File: src/rtl/button_press_pkg.sv
// Shared types and constants for the multi-channel push-button detector.
package button_press_pkg;

  typedef enum logic [1:0] {
    IDLE         = 2'd0,
    PRESS_WAIT   = 2'd1,
    HELD         = 2'd2,
    RELEASE_WAIT = 2'd3
  } chan_state_e;

  // Synchroniser flops come out of reset as "released".
  localparam logic SYNC_RST = 1'b1;

  function automatic int unsigned max3(input int unsigned a, input int unsigned b,
                                       input int unsigned c);
    int unsigned m;
    m = (a > b) ? a : b;
    return (m > c) ? m : c;
  endfunction

endpackage

File: src/rtl/button_press_chan.sv
// One button channel: 2-FF synchroniser, debounce FSM, press pulse and held level.
// Auto-repeat pulses while held are built only with BUTTON_PRESS_REPEAT_EN.
module button_press_chan
  import button_press_pkg::*;
#(
  parameter int DEBOUNCE      = 4,
  parameter int CNT_W         = 16,
  parameter int REPEAT_DELAY  = 50,
  parameter int REPEAT_PERIOD = 10
) (
  input  logic clk,
  input  logic rst,
  input  logic button_in,
  output logic button_out,
  output logic button_held
);

  localparam logic [CNT_W-1:0] ONE     = CNT_W'(1);
  localparam logic [CNT_W-1:0] DB_LAST = CNT_W'(DEBOUNCE - 1);

  // Leaves a visibly named block in the hierarchy if the counters are too narrow.
  if (longint'(max3(DEBOUNCE, REPEAT_DELAY, REPEAT_PERIOD)) >= (longint'(1) << CNT_W))
  begin : g_cnt_w_too_small
  end

  logic [1:0] sync_q;
  logic       synced;

  always_ff @(posedge clk or posedge rst) begin
    if (rst) sync_q <= {2{SYNC_RST}};
    else     sync_q <= {sync_q[0], button_in};
  end

  assign synced = sync_q[1];

  chan_state_e      state_q, state_d;
  logic [CNT_W-1:0] cnt_q, cnt_d;
  logic             held_q, held_d;
  logic             press_d, pulse_d, out_q;

  always_ff @(posedge clk or posedge rst) begin
    if (rst) begin
      state_q <= IDLE;
      cnt_q   <= '0;
      held_q  <= 1'b0;
      out_q   <= 1'b0;
    end else begin
      state_q <= state_d;
      cnt_q   <= cnt_d;
      held_q  <= held_d;
      out_q   <= pulse_d;
    end
  end

  always_comb begin
    state_d = state_q;
    cnt_d   = cnt_q;
    held_d  = held_q;
    press_d = 1'b0;
    unique case (state_q)
      IDLE: begin
        cnt_d = '0;
        if (!synced) begin
          if (DEBOUNCE == 1) begin
            state_d = HELD;
            held_d  = 1'b1;
            press_d = 1'b1;
          end else begin
            state_d = PRESS_WAIT;
            cnt_d   = ONE;
          end
        end
      end
      PRESS_WAIT: begin
        if (synced) begin
          state_d = IDLE;
          cnt_d   = '0;
        end else if (cnt_q == DB_LAST) begin
          state_d = HELD;
          cnt_d   = '0;
          held_d  = 1'b1;
          press_d = 1'b1;
        end else begin
          cnt_d = cnt_q + ONE;
        end
      end
      HELD: begin
        if (synced) begin
          if (DEBOUNCE == 1) begin
            state_d = IDLE;
            cnt_d   = '0;
            held_d  = 1'b0;
          end else begin
            state_d = RELEASE_WAIT;
            cnt_d   = ONE;
          end
        end
      end
      RELEASE_WAIT: begin
        // A low sample here is a release bounce: back to HELD without a pulse.
        if (!synced) begin
          state_d = HELD;
          cnt_d   = '0;
        end else if (cnt_q == DB_LAST) begin
          state_d = IDLE;
          cnt_d   = '0;
          held_d  = 1'b0;
        end else begin
          cnt_d = cnt_q + ONE;
        end
      end
      default: begin
        state_d = IDLE;
        cnt_d   = '0;
        held_d  = 1'b0;
      end
    endcase
  end

`ifdef BUTTON_PRESS_REPEAT_EN
  localparam logic [CNT_W-1:0] RD = CNT_W'(REPEAT_DELAY);
  localparam logic [CNT_W-1:0] RP = CNT_W'(REPEAT_PERIOD);

  logic             enter_held, stay_held, rep_fire, rep_first_q;
  logic [CNT_W-1:0] rep_cnt_q;

  assign enter_held = (state_d == HELD) && (state_q != HELD);
  assign stay_held  = (state_d == HELD) && (state_q == HELD);
  // rep_cnt_q counts edges since the last pulse (or since entering HELD).
  assign rep_fire   = stay_held && (rep_cnt_q == (rep_first_q ? RD : RP));

  always_ff @(posedge clk or posedge rst) begin
    if (rst) begin
      rep_cnt_q   <= '0;
      rep_first_q <= 1'b1;
    end else if (enter_held || rep_fire) begin
      rep_cnt_q   <= ONE;
      rep_first_q <= enter_held;
    end else if (stay_held) begin
      rep_cnt_q   <= rep_cnt_q + ONE;
    end else begin
      rep_cnt_q   <= '0;
      rep_first_q <= 1'b1;
    end
  end

  assign pulse_d = press_d | rep_fire;
`else
  assign pulse_d = press_d;
`endif

  assign button_out  = out_q;
  assign button_held = held_q;

endmodule

File: src/rtl/button_press_multi.sv
// Multi-channel push-button detector: CHANNELS independent debounced channels.
// Define BUTTON_PRESS_REPEAT_EN to enable auto-repeat pulses while a button is held.
module button_press_multi #(
  parameter int CHANNELS      = 4,
  parameter int DEBOUNCE      = 4,
  parameter int CNT_W         = 16,
  parameter int REPEAT_DELAY  = 50,
  parameter int REPEAT_PERIOD = 10
) (
  input  logic                clk,
  input  logic                rst,
  input  logic [CHANNELS-1:0] button_in,
  output logic [CHANNELS-1:0] button_out,
  output logic [CHANNELS-1:0] button_held
);

  for (genvar g = 0; g < CHANNELS; g++) begin : g_chan
    button_press_chan #(
      .DEBOUNCE     (DEBOUNCE),
      .CNT_W        (CNT_W),
      .REPEAT_DELAY (REPEAT_DELAY),
      .REPEAT_PERIOD(REPEAT_PERIOD)
    ) u_chan (
      .clk        (clk),
      .rst        (rst),
      .button_in  (button_in[g]),
      .button_out (button_out[g]),
      .button_held(button_held[g])
    );
  end

endmodule

File: config.mk
export PLATFORM = sky130hd
export DESIGN_NAME = button_press_multi
export DESIGN_NICKNAME = d
export VERILOG_FILES = /design/src/rtl/button_press_pkg.sv /design/src/rtl/button_press_chan.sv /design/src/rtl/button_press_multi.sv
export SDC_FILE = /design/constraint.sdc
export NUM_CORES = 1
export LEC_CHECK = 0
export CAP_MARGIN = 20
export CORE_MARGIN = 2
export CORE_UTILIZATION = 35
export CTS_CLUSTER_DIAMETER = 30
export DETAILED_ROUTE_END_ITERATION = 8
export PLACE_DENSITY = 0.52
export SLEW_MARGIN = 20
export SYNTH_ARGS = -nofsm -noshare
export SYNTH_HDL_FRONTEND = slang
export SYNTH_SLANG_ARGS = --single-unit
export TNS_END_PERCENT = 50
File: constraint.sdc
create_clock -name clk -period 3.5 [get_ports clk]
set_clock_uncertainty 0.15 [all_clocks]
set_input_delay 0.7 -clock clk [delete_from_list [all_inputs] [get_ports clk]]
set_output_delay 0.7 -clock clk [all_outputs]
set_load 0.05 [all_outputs]
==> impl_results.md <==
- Status: finished clean
- P_leak: around 2.1 nW
- Asr flop ratio synth: 1.00
- Final HPWL from detailed placement: between 6 and 7 mm
- Buf/Inv on CP: 0
- Routed WL: around 9.3 mm
- CP max stage delay: a little over 0.7 ns
- Most used flip-flop cell after synthesis: dfrtp_1
- Cts hold-fix bufs: 0
- Hold WS: approximately 0.2 ns
- Worst VDD drop: ~270 µV
- Reg2reg end: g_chan[3].u_chan.cnt_q[6]
- CP Capture Type: flip-flop
- CP Cell Sequence: ha_1 -> nor4b_1 -> and4_1 -> nor2_1 -> o21ai_0 -> a31oi_1
- Pwr Total: about 3 mW
- Hold Path Class: reg2reg
- Library cells used by synthesis: 52
- Clk Latency, worst-skew pair: between 0.3 and 0.4 ns
- Combinational fraction of design power: 0.266
- Wire per inst: around 14 µm
- Max-slew headroom: 0.408
- CP max stage cell: nor2_1
- Max-slew violations: 0
- Largest net degree at the start of global routing: 30
- Die Y: 118 µm
- Worst-path clk slew: 0.07 ns
- Vias in the first global route: 3,391
- Sink Count: between 80 and 90
- Met3 wire length: roughly 320 µm
- GRT overflow: 0
- CTS Root Cell: clkbuf_16
- Hold Path Origin: g_chan[3].u_chan.sync_q[0]
- NetSw: 1.07 mW
- GPL Wtd Cong: 0.825
- Met1 wire length: between 4 and 5 mm
- Total Die Area: around 14,000 µm²
- Top sig layer: met4
- Initial antenna violation count: 0
- Clock power frac: 0.301
- Setup TNS: 0 ns
- Final count of hold timing violations: 0
- Initial Util: 0.359
- Standard-cell rows: about 40
- Setup Fix Bufs, Post-CTS: 0
- DRC viols: 0
- Antenna Nets Post-Route: 0
- TritonCTS buffer count: 9
- PD cells: just under 600 nW/µm²
- Post-Synthesis Cells: just under 500
- Hold EP: g_chan[3].u_chan.sync_q[1]
- Int Pwr: about 1.9 mW
- Layout cells sized above 1: 0.0854
- Worst Path Max Fanout: 15
- FF+latch count, synth: between 80 and 90
- Most frequent cells in the layout: dfrtp_1, nand2_1, nor2_1, nand3_1, nor3_1
- Synth Warn #: 0
- R2R Setup Slk: 1.06 ns
- WL met2: 4.17 mm
- Initial drt markers: approximately 170
- Syn avg cell area: 9.37 µm²
- Crit path DAT: about 2.6 ns
- Worst R2R Start: g_chan[3].u_chan.cnt_q[0]
- Input/output buffers: 13
- Worst-Margin Slew: 0.885 ns
- N_diodes: 0
- CP top delay family: simple AND/OR/NAND/NOR gates
- Nets: about 500
- Clock Path Buffers: 2
- Fmax: ~0.4 GHz
- Net Count, Synth: 493
- Min Tclk post-route: ~2.4 ns
- CP startpoint kind: flip-flop
- Most common cell after layout, fill and taps aside: dfrtp_1
- CP Class: reg2reg
- Global-route wire length before repair: 16.5 mm
- H-tree Lvls: 3
- Final Cycle Share: 0.698
- Via density: 5.30
- CTS resizes: 0
- Sequential share of the synthesized area: 0.489
- Hold Crit Depth: 0
- Seq pwr share: 0.433
- Switch share: 0.357
- Post-Syn Area: approximately 4500 µm²
- Req. time, crit path: ~3.6 ns
- Global-route usage over all layers: 0.145
- Drt first pass iters: 4
- CTS tree: done
- RSZ-0062 raised after global routing: no
- DIE WIDTH: approximately 120 µm
- MaxCap Viol Count: 0
- Detailed-route via count: ~3,500
- P&R area growth vs syn: 11.1%
- Io pins: 14
- Final setup vio count: 0
- Core Area: around 13,000 µm²
- R2R depth: 6
- Post-synth EDFFs: 0
## power by group through the flow
stage / Combinational, mW / Clock, mW / Sequential [mW]
floorplan: 0.694 / 0 / 1.28
CTS: 0.806 / 0.945 / 1.30
global route: 0.904 / 0.978 / 1.32
finish: 0.796 / 0.904 / 1.30
global placement: 0.794 / 0 / 1.31
detailed placement: 0.804 / 0 / 1.31
## cells by family (layout without fill, tap and decap cells)
logic type      after synthesis  after routing  synth area share
mux                           4              4           0.00885
compound gates              108            108             0.158
buf+inv                      35             44            0.0412
xor+xnor                     16             16            0.0310
flops                        88             88             0.489
simple gates                228            228             0.261
fa+ha+maj                     4              4            0.0111
## worst max path at each step
stage,start,slack [ns],cells past startpoint,to
2_1_floorplan,rst,0.38,1,asynchronous set/reset pin
3_3_place_gp,g_chan[3].u_chan.cnt_q[0],1.12,6,g_chan[3].u_chan.cnt_q[11]
3_5_place_dp,g_chan[3].u_chan.cnt_q[0],1.07,6,g_chan[3].u_chan.cnt_q[11]
4_1_cts,g_chan[3].u_chan.cnt_q[0],1.05,6,g_chan[3].u_chan.cnt_q[6]
5_1_grt,g_chan[3].u_chan.cnt_q[0],0.76,6,g_chan[3].u_chan.cnt_q[11]
6_report,g_chan[3].u_chan.cnt_q[0],1.06,6,g_chan[3].u_chan.cnt_q[6]
## layout make-up
type                    count  area (µm²)
repair buffers             16         153
well taps                 172         215
fillers                  1300        7590
flip-flops and latches     88        2210
clock buffers               9         225
inverters                  12        46.3
clock inverters             7        47.5
multi-input cells         360        2130
## layer usage
layer	vias up	GRT usage
li1	1767	-
met1	1695	0.195
met2	44	0.221
met3	12	0.0426
met4	0	0.0520
met5	-	0
## cells in the mapped netlist, types with 11 or more instances
cell type	instances	area, µm²
nor3_1	23	115
nor2_1	45	169
a21oi_1	21	105
nand3_1	25	125
or3_1	11	68.8
inv_1	12	45.0
o21ai_0	22	110
dfrtp_1	80	2000
a21o_1	11	82.6
nand2_1	51	191
nor4_1	11	68.8
nand4_1	15	93.8
a31oi_1	20	125
## worst reg2reg max path: stages (launching register included)
cell     delay [ns]
dfrtp_1        0.43
ha_1           0.26
nor4b_1        0.15
and4_1         0.27
nor2_1         0.72
o21ai_0        0.20
a31oi_1        0.21
## stage by stage
step / util / worst slack [ns] / area [µm²] / std cells
3_3_place_gp: 0.377 / 1.12 / 4750 / 648
5_1_grt: 0.398 / 0.760 / 5030 / 664
4_1_cts: 0.398 / 1.05 / 5030 / 664
2_1_floorplan: - / 0.385 / 4530 / 483
6_report: 0.398 / 1.06 / 5030 / 664
3_5_place_dp: 0.377 / 1.07 / 4750 / 648
## flip-flops by register name, summed over array words and instances (netlist names), named ones only
signal                     cells
g_chan.u_chan.cnt_q           64
g_chan.u_chan.sync_q           8
g_chan.u_chan.button_held      4
g_chan.u_chan.button_out       4
g_chan.u_chan.state_q          4
No activity file was read; power rests on OpenSTA's default activity.
